### src/rtl/onehot_pkg.sv
// Shared constants and helpers for the one-hot up/down ring counter.
package onehot_pkg;

  localparam int ONEHOT_N_DEF           = 8;
  localparam int ONEHOT_RESET_INDEX_DEF = 0;

  // Width of a binary index into an n-bit one-hot vector (never below 1).
  function automatic int onehot_idx_w(input int n);
    return (n <= 2) ? 1 : $clog2(n);
  endfunction

endpackage

### src/rtl/onehot_encoder.sv
// One-hot to binary encoder with a legality flag (exactly one bit set).
module onehot_encoder #(
  parameter int N  = 8,
  parameter int IW = 3
) (
  input  logic [N-1:0]  i_onehot,
  output logic [IW-1:0] o_index,
  output logic          o_legal
);

  logic          w_seen;
  logic          w_multi;
  logic [IW-1:0] w_idx;

  // Scan the vector: remember whether a hot bit was seen and whether a second one followed.
  always_comb begin
    w_seen  = 1'b0;
    w_multi = 1'b0;
    w_idx   = '0;
    for (int i = 0; i < N; i++) begin
      if (i_onehot[i]) begin
        w_multi = w_multi | w_seen;
        w_seen  = 1'b1;
        w_idx   = w_idx | IW'(i);
      end
    end
  end

  assign o_legal = w_seen & ~w_multi;
  // An illegal vector reports index 0 rather than a meaningless OR of positions.
  assign o_index = o_legal ? w_idx : '0;

endmodule

### src/rtl/onehot_updown_counter.sv
// One-hot ring counter: rotates up/down, loads a position, self-recovers from illegal states.
module onehot_updown_counter
  import onehot_pkg::*;
#(
  parameter  int N           = ONEHOT_N_DEF,
  parameter  int RESET_INDEX = ONEHOT_RESET_INDEX_DEF,
  localparam int IW          = onehot_idx_w(N)
) (
  input  logic          clock,
  input  logic          reset,
  input  logic          enable,
  input  logic          up,
  input  logic          load,
  input  logic [IW-1:0] load_index,
  output logic [N-1:0]  q,
  output logic [IW-1:0] index,
  output logic          tc,
  output logic          error
);

  localparam logic [N-1:0] ONE     = {{(N-1){1'b0}}, 1'b1};
  localparam logic [N-1:0] RST_HOT = ONE << RESET_INDEX;

  logic [N-1:0]  r_q;
  logic          r_error;

  logic          w_legal;
  logic [IW-1:0] w_index;
  logic          w_load_ok;
  logic [N-1:0]  w_load_hot;
  logic [N-1:0]  w_rot_up;
  logic [N-1:0]  w_rot_dn;
  logic [N-1:0]  w_q_nxt;
  logic          w_err_nxt;

  onehot_encoder #(
    .N  (N),
    .IW (IW)
  ) u_enc (
    .i_onehot (r_q),
    .o_index  (w_index),
    .o_legal  (w_legal)
  );

  // Only reachable when N is not a power of two; such loads are rejected.
  assign w_load_ok  = (32'(load_index) < N);
  assign w_load_hot = ONE << load_index;
  assign w_rot_up   = {r_q[N-2:0], r_q[N-1]};
  assign w_rot_dn   = {r_q[0], r_q[N-1:1]};

  // Next state: illegal recovery beats load, load beats enable, otherwise hold.
  always_comb begin
    w_q_nxt   = r_q;
    w_err_nxt = 1'b0;
    if (!w_legal) begin
      w_q_nxt   = RST_HOT;
      w_err_nxt = 1'b1;
    end else if (load) begin
      if (w_load_ok) w_q_nxt   = w_load_hot;
      else           w_err_nxt = 1'b1;
    end else if (enable) begin
      w_q_nxt = up ? w_rot_up : w_rot_dn;
    end
  end

  // State register; synchronous reset discards any pending load or advance.
  always_ff @(posedge clock) begin
    if (reset) begin
      r_q     <= RST_HOT;
      r_error <= 1'b0;
    end else begin
      r_q     <= w_q_nxt;
      r_error <= w_err_nxt;
    end
  end

  // Terminal count marks the edge on which an advance wraps around the ring.
  assign tc    = enable & ~load & w_legal & ((up & r_q[N-1]) | (~up & r_q[0]));
  assign q     = r_q;
  assign index = w_index;
  assign error = r_error;

endmodule

### config.mk
export PLATFORM = sky130hd
export DESIGN_NAME = onehot_updown_counter
export DESIGN_NICKNAME = d
export VERILOG_FILES = /design/src/rtl/onehot_pkg.sv /design/src/rtl/onehot_encoder.sv /design/src/rtl/onehot_updown_counter.sv
export SDC_FILE = /design/constraint.sdc
export NUM_CORES = 1
export LEC_CHECK = 0
export BUFFER_PORTS_ARGS = -buffer_cell sky130_fd_sc_hd__buf_2
export CAP_MARGIN = 20
export CORE_MARGIN = 2
export CORE_UTILIZATION = 40
export CTS_CLUSTER_SIZE = 40
export DETAILED_ROUTE_END_ITERATION = 16
export PLACE_DENSITY = 0.71
export SLEW_MARGIN = 25
export SYNTH_ARGS = -nofsm -noshare
export SYNTH_HDL_FRONTEND = slang
export SYNTH_SLANG_ARGS = --single-unit
### constraint.sdc
create_clock -name clock -period 4.8 [get_ports clock]
set_input_delay 0.48 -clock clock [delete_from_list [all_inputs] [get_ports clock]]
set_output_delay 0.48 -clock clock [all_outputs]
set_load 0.01 [all_outputs]
Yosys cells after proc, flatten, opt, wreduce, memory -nomap -nowiden
Cells that the tools add are included.
{"block": "totals", "register_bits": 9, "output_inout_bits": 13}
{"block": "op_classes", "shift": 1, "n_reduce_logical": 2, "bitwise_logic": 17, "n_mux": 27}
{"op": "2-to-1 mux 8 bit", "n": 3}
{"op": "2-to-1 mux 1 bit", "n": 17}
{"op": "2-to-1 mux 3 bit", "n": 5}
{"op": "left shift 1 x 3 -> 8 bit (first input constant)", "n": 1}
{"op": "OR 1 bit", "n": 7}
{"op": "AND 1 bit", "n": 6}
{"op": "2-to-1 mux 2 bit", "n": 2}
{"op": "NOT 1 bit", "n": 4}
{"op": "nonzero test 2 bit", "n": 1}
{"op": "OR reduction 2 bit", "n": 1}

Longest topological paths before layout
Gate-level depths: netlist of run 1.
{"block": "depth", "word_depth": 18, "ltp_mapped": 5, "ltp_nobuf": 4}

Cells and area by module
From an unflattened synthesis of run 1, not the netlist that was laid out.
{"block": "hier_totals", "cells_unflattened": 82, "hier_area_um2": 673.1}
{"module": "onehot_updown_counter", "instances": 1, "seq_area_each_um2": 180.2, "area_each_um2": 486.7, "cells_per_inst": 57}
{"module": "onehot_encoder", "instances": 1, "seq_area_each_um2": 0.0, "area_each_um2": 186.4, "cells_per_inst": 25}

Worst setup path after synthesis of run 1
OpenSTA, ideal clock, no wires.
{"block": "synth_path", "path_kind": "register to output", "start": "reg r_q[4], in the netlist q[4]", "end": "out tc", "path_stages_with_launch": 6, "required_ns": 4.320, "path_slack_ns": 2.534, "arrival_time_ns": 1.786, "cell_sequence": "dfxtp_1 -> clkbuf_2 -> or4b_1 -> mux2i_2 -> o21ai_2 -> nor4b_1"}
{"block": "synth_between", "elab_chain_len": 11, "elab_cells_between_ends": 15, "cone_classes": "mux (8); bitwise (7)"}
{"element": "start, declared", "line": "onehot_updown_counter.sv:24", "text": "logic [N-1:0] r_q;"}
{"element": "start signal, assigned", "line": "onehot_updown_counter.sv:72", "text": "r_q <= w_q_nxt;"}
{"element": "2-to-1 mux 1 bit", "line": "onehot_encoder.sv:21", "text": "if (i_onehot[i]) begin"}
{"element": "OR 1 bit", "line": "onehot_encoder.sv:22", "text": "w_multi = w_multi | w_seen;"}
{"element": "2-to-1 mux 1 bit", "line": "onehot_encoder.sv:21"}
{"element": "OR 1 bit", "line": "onehot_encoder.sv:22"}
{"element": "2-to-1 mux 1 bit", "line": "onehot_encoder.sv:21"}
{"element": "OR 1 bit", "line": "onehot_encoder.sv:22"}
{"element": "2-to-1 mux 1 bit", "line": "onehot_encoder.sv:21"}
{"element": "NOT 1 bit", "line": "onehot_encoder.sv:29", "text": "assign o_legal = w_seen & ~w_multi;"}
{"element": "AND 1 bit *", "line": "onehot_encoder.sv:29"}
{"element": "AND 1 bit * (2 in series)", "line": "onehot_updown_counter.sv:78", "text": "assign tc = enable & ~load & w_legal & ((up & r_q[N-1]) | (~up & r_q[0]));"}
{"element": "end, declared", "line": "onehot_updown_counter.sv:17", "text": "output logic tc,"}
Mark *: on every way between the ends. The rest lies on a longest branch, timed or not.

Worst setup path in the final report of run 1
{"block": "layout_path", "start": "reg r_q[7], in the netlist q[7]", "end": "out tc"}
{"block": "layout_between", "elab_chain_len": 5, "elab_cells_between_ends": 8, "cone_classes": "mux (2); bitwise (6)"}
{"element": "2-to-1 mux 1 bit", "line": "onehot_encoder.sv:21"}
{"element": "NOT 1 bit", "line": "onehot_encoder.sv:29"}
{"element": "AND 1 bit", "line": "onehot_encoder.sv:29"}
{"element": "AND 1 bit", "line": "onehot_updown_counter.sv:78"}
{"element": "AND 1 bit *", "line": "onehot_updown_counter.sv:78"}
Marked as above.

==> impl_metrics.env, run 1 <==
export IMPL_status="finished, final reports clean"
export IMPL_fmax_ghz=0.398
export IMPL_final_nets=112
export IMPL_utilization_pct=47.1
export IMPL_insertedDiodeCount=0
export IMPL_arrival_ns=2.03
export IMPL_maxSlewHeadroom_pct=77.2
export IMPL_die_h_um=46.7
export IMPL_rsz0062_at_grt="no"
export IMPL_finClkSkew_ns=0.00906
export IMPL_powerDensity_nw_per_um2=347
export IMPL_p_leak_nw=0.364
export IMPL_vias=698
export IMPL_synth_flop_cell="dfxtp_1"
export IMPL_cts_buffer_depth=2
export IMPL_fin_crit_ns=2.51
export IMPL_die_area_um2=2180
export IMPL_yosys_area_top_type_share_pct=24.7
export IMPL_clk_latency_ns=0.27
export IMPL_power_switching_mw=0.110
export IMPL_yosysSeqAreaShare_pct=24.7
export IMPL_htree_levels=1
export IMPL_ys_ff_latch=9
export IMPL_cts_resized=0
export IMPL_pwr_share_seq_pct=37.7
export IMPL_critPathMaxFanout=10
export IMPL_cts_buffers=3
export IMPL_postCtsHoldBufs=0
export IMPL_worstReg2RegStart="q[7]"
export IMPL_fillerInstances=185
export IMPL_synthTopCellsByArea="dfxtp_1 (25%), mux2i_1 (12%), a211oi_1 (9.3%)"
export IMPL_placed_area_um2=786
export IMPL_initial_core_util_pct=42.2
export IMPL_cts_root_buf="clkbuf_4"
export IMPL_num_rows=15
export IMPL_syn_area_um2=729
export IMPL_crit_path_end_kind="output port"
export IMPL_finalMaxSlewViolations=0
export IMPL_syn_nets=99
export IMPL_drtIter0Drc=11
export IMPL_sw_frac_of_total_pct=38.9
export IMPL_crit_type="reg -> out"
export IMPL_io_pins=21
export IMPL_setup_viol=0
export IMPL_core_area_um2=1730
export IMPL_period_share_pct=52.4
export IMPL_crit_required_ns=4.32
export IMPL_syn_area_per_cell_um2=8.02
export IMPL_syn_to_final_growth_pct=11.5
export IMPL_grt_pass1_vias=570
export IMPL_synth_edff_count=0
export IMPL_cts_tree="built"
export IMPL_dr_pass1_iters=4
export IMPL_cap_violations=0
export IMPL_clk_pin_slew_ns=0.07
export IMPL_portBuffers=20
export IMPL_grt_pass1_wl_um=2610
export IMPL_tightest_slew_ns=0.341
export IMPL_vias_per_cell=5.45
export IMPL_combPwrFrac_pct=40.9
export IMPL_track_usage_pct=17.3
export IMPL_grt_overflow=0
export IMPL_p_int_mw=0.172
export IMPL_power_mw=0.282
export IMPL_async_reset_ff_share_pct=0
export IMPL_setup_tns_ns=0
export IMPL_hold_viol_final=0
export IMPL_ys_types=29
export IMPL_hold_class="in -> reg"
export IMPL_wirelength_um=1610
export IMPL_cts_setup_buffers=0
export IMPL_hp_start="reset"
export IMPL_irDropWorstVdd_mv=0.161
export IMPL_clkPwrFrac_pct=21.3
export IMPL_detail_route_antenna_nets=0
export IMPL_start_kind="flip-flop"
export IMPL_cts_num_sinks=9
export IMPL_drive_gt1_share_pct=27.2
export IMPL_die_w_um=46.7
export IMPL_gp_congestion=0.848
export IMPL_place_hpwl_um=1190
export IMPL_design_area_um2=813
export IMPL_synth_cells=91
export IMPL_drc=0
export IMPL_yosys_area_top_type="dfxtp_1"
export IMPL_startpoint="q[7]"
export IMPL_antenna_found_initial=0
export IMPL_grt_max_degree=18
export IMPL_post_drt_wl_per_cell_um=12.6
export IMPL_yosysWarnings=0
==> placed cells by master (no fill, tap or decap), types with 2 or more instances in the layout <==
master,synthesis,routed
mux2i_1,9,9
nor2_1,15,15
nand2_1,2,2
a211oi_1,9,9
nor4_1,3,3
o21a_1,6,6
or4_1,3,3
buf_2,0,20
inv_1,2,2
dfxtp_1,9,9
nand2b_1,2,2
clkbuf_4,0,3
nor3_1,5,5
==> cell families (layout without fill, tap and decap cells) <==
family,count (synthesis),count (layout),synth area share (%)
flops,9,9,24.7
compound gates,22,22,22.8
buf+inv,14,26,11.3
simple gates,35,35,25.7
mux,10,10,14.2
xor+xnor,1,1,1.20
==> sequential cells by signal, indices dropped and copies added, names as in the netlist <==
signal / flops
error: 1
q: 8
==> routing by layer <==
metal / GRT usage, % / part of all wire, %
met5: 0 / 0
met4: 8.33 / 1.4
met3: 5.88 / 6.5
met2: 25.3 / 44
met1: 22.9 / 48
==> worst paths after layout <==
kind / slack, ns / depth (start not counted) / endpoint
worst min-delay path: 0.42 / 2 / q[2]
worst max-delay path: 2.29 / 5 / tc
worst min register to register: 0.78 / 3 / q[5]
worst max register to register: 2.82 / 4 / q[0]
==> final cells by class <==
type / count / area [um^2] / area share, %
inverters: 2 / 7.51 / 0.923
repair buffers: 20 / 100 / 12.3
clock inverters: 1 / 5.00 / 0.615
well taps: 25 / 31.3 / 3.85
flip-flops and latches: 9 / 180 / 22.2
clock buffers: 3 / 22.5 / 2.77
multi-input cells: 68 / 467 / 57.4
==> power groups by stage <==
stage	clock network, mW	registers (mW)	logic [mW]
final	0.0601	0.106	0.115
after global routing	0.0653	0.108	0.129
after CTS	0.0631	0.106	0.117
after detailed placement	0	0.108	0.116
after global placement	0	0.107	0.116
after floorplan	0	0.0976	0.101
==> through the flow <==
| stage | setup slack, ns | std cells | hold WS [ns] |
|---|---|---|---|
| 5_1_grt | 2.11 | 128 | 0.421 |
| 3_5_place_dp | 2.60 | 124 | 0.689 |
| 3_3_place_gp | 2.63 | 124 | 0.700 |
| 6_report | 2.29 | 128 | 0.417 |
| 4_1_cts | 2.29 | 128 | 0.416 |
| 2_1_floorplan | 2.53 | 91 | 0.559 |
==> critical path: stages (launching register included) <==
cell     delay, ns
dfxtp_1       0.49
or4b_1        0.52
mux2i_2       0.21
o21ai_2       0.12
nor4b_1       0.24
buf_2         0.18
==> Yosys cell counts, types with 2 or more instances <==
master / count
nor4_1: 3
or4_1: 3
clkbuf_2: 3
dfxtp_1: 9
nand2_1: 2
nor3_1: 5
buf_6: 2
inv_1: 2
buf_4: 3
nand2b_1: 2
clkbuf_1: 4
nor2_1: 15
o21a_1: 6
a211oi_1: 9
mux2i_1: 9
Note: power is estimated with default switching activity, not from simulation.
==> run 2: changes to the inputs <==
- clock period: 4.8 -> 2.55 ns (I/O delays scaled with it)
==> run 2 against run 1 <==
Worst setup slack lost 2.0 ns. Cell count is the same. Sequential power grew 89%. Sequential share of layout area is essentially flat. Die area is the same. Flip-flop and latch count is the same. Clock-buffer cell count grew 1. Power grew 88%.
==> impl_metrics.env, run 2 (synthesis gave the netlist of run 1 again) <==
export IMPL_status="finished, final reports clean"
export IMPL_min_to="q[2]"
export IMPL_reg2reg_slack_ns=0.58
export IMPL_wirelength_um=1610
export IMPL_reg2regPathDepth=4
export IMPL_finalMaxSlewViolations=0
export IMPL_clk_pin_slew_ns=0.06
export IMPL_num_rows=15
export IMPL_cts_tree="built"
export IMPL_setup_tns_ns=0
export IMPL_crit_chain="or4b_1, mux2i_2, o21ai_2, nor4b_1, buf_2"
export IMPL_clk_latency_ns=0.26
export IMPL_hold_class="in -> reg"
export IMPL_cap_violations=0
export IMPL_drtIter0Drc=14
export IMPL_start_kind="flip-flop"
export IMPL_grt_max_degree=18
export IMPL_vias=693
export IMPL_critPathMaxFanout=10
export IMPL_die_h_um=46.7
export IMPL_postCtsHoldBufs=0
export IMPL_vias_per_cell=5.41
export IMPL_portBuffers=20
export IMPL_antenna_found_initial=0
export IMPL_cts_buffers=3
export IMPL_place_hpwl_um=1220
export IMPL_setup_viol=0
export IMPL_rsz0062_at_grt="no"
export IMPL_die_w_um=46.7
export IMPL_grt_pass1_vias=578
export IMPL_power_mw=0.529
export IMPL_final_common_cell="buf_2"
export IMPL_drive_gt1_share_pct=26.2
export IMPL_grt_overflow=0
export IMPL_arrival_ns=2.02
export IMPL_fin_crit_ns=2.27
export IMPL_fillerInstances=185
export IMPL_syn_to_final_growth_pct=11.3
export IMPL_gp_congestion=0.848
export IMPL_maxSlewHeadroom_pct=77.6
export IMPL_p_leak_nw=0.361
export IMPL_worstReg2RegStart="q[7]"
export IMPL_cts_buffer_depth=2
export IMPL_crit_path_end_kind="output port"
export IMPL_initial_core_util_pct=42.2
export IMPL_max_stage_delay_ns=0.52
export IMPL_drc=0
export IMPL_cts_setup_buffers=0
export IMPL_crit_required_ns=2.30
export IMPL_regArea_um2=180
export IMPL_track_usage_pct=16.8
export IMPL_io_pins=21
export IMPL_multi_input_area_um2=467
export IMPL_fmax_ghz=0.440
export IMPL_powerDensity_nw_per_um2=651
export IMPL_htree_levels=1
export IMPL_crit_type="reg -> out"
export IMPL_tightest_slew_ns=0.336
export IMPL_period_share_pct=89.2
export IMPL_post_drt_wl_per_cell_um=12.6
export IMPL_die_area_um2=2180
export IMPL_hold_depth=2
export IMPL_cts_resized=0
export IMPL_r2r_end="q[0]"
export IMPL_crit_slowest_cell="or4b_1"
export IMPL_hold_viol_final=0
export IMPL_layout_common_cells="buf_2 (20), nor2_1 (15), a211oi_1 (9), mux2i_1 (9), dfxtp_1 (9)"
export IMPL_final_nets=112
export IMPL_finClkSkew_ns=0.00150
export IMPL_core_area_um2=1730
export IMPL_cts_num_sinks=9
export IMPL_detail_route_antenna_nets=0
export IMPL_startpoint="q[7]"
export IMPL_largest_reg_flops=8
export IMPL_hp_start="reset"
export IMPL_insertedDiodeCount=0
export IMPL_irDropWorstVdd_mv=0.387
export IMPL_cts_root_buf="clkbuf_4"
export IMPL_grt_pass1_wl_um=2610
export IMPL_dr_pass1_iters=4
run 2: cell types whose count changed in the layout (fill, tap and decap cells not counted):
cell / delta
clkbuf_1: +1
clkinv_2: -1
run 2: metrics by stage:
stage | std cells | utilization, % | hold slack, ns | setup WS [ns] | cell area [um^2]
after floorplan | 91 | - | 0.334 | 0.509 | 729
after global placement | 124 | 45.5 | 0.475 | 0.606 | 786
after detailed placement | 124 | 45.5 | 0.473 | 0.566 | 786
after CTS | 128 | 47.0 | 0.195 | 0.272 | 812
after global routing | 128 | 47.0 | 0.195 | 0.139 | 812
final | 128 | 47.0 | 0.198 | 0.276 | 812
run 2: critical path: cells and delay by family (launching register included):
| kind | cells | cell delay [ns] |
|---|---|---|
| buffers and inverters | 1 | 0.18 |
| AO/OA/AOI/OAI | 1 | 0.13 |
| AND/OR/NAND/NOR | 2 | 0.76 |
| flip-flops | 1 | 0.49 |
| multiplexers | 1 | 0.21 |
run 2: metal layers:
layer  track usage (%)  share of wire, %
met5                 0                 0
met1              23.9                52
met3              5.49               4.2
met4              5.56               1.1
met2              23.9                42
run 2: cell type report:
type	instances	share of cell area [%]
multi-input cells	68	57.5
flip-flops and latches	9	22.2
repair buffers	20	12.3
well taps	25	3.85
clock buffers	4	3.24
inverters	2	0.924
run 2: worst max-delay path by stage:
| stage | end | slack, ns | depth (start not counted) |
|---|---|---|---|
| detailed placement | tc | 0.57 | 5 |
| global placement | tc | 0.61 | 5 |
| finish | tc | 0.28 | 5 |
| floorplan | tc | 0.51 | 5 |
| CTS | tc | 0.27 | 5 |
| global route | tc | 0.14 | 5 |
run 2: report_power, final:
group          leakage, nW  switching (mW)  total [mW]  internal, mW
clock network       0.0150          0.0497       0.110        0.0603
logic                0.273           0.114       0.219         0.105
registers           0.0736          0.0382       0.200         0.161
total                0.361           0.202       0.529         0.326
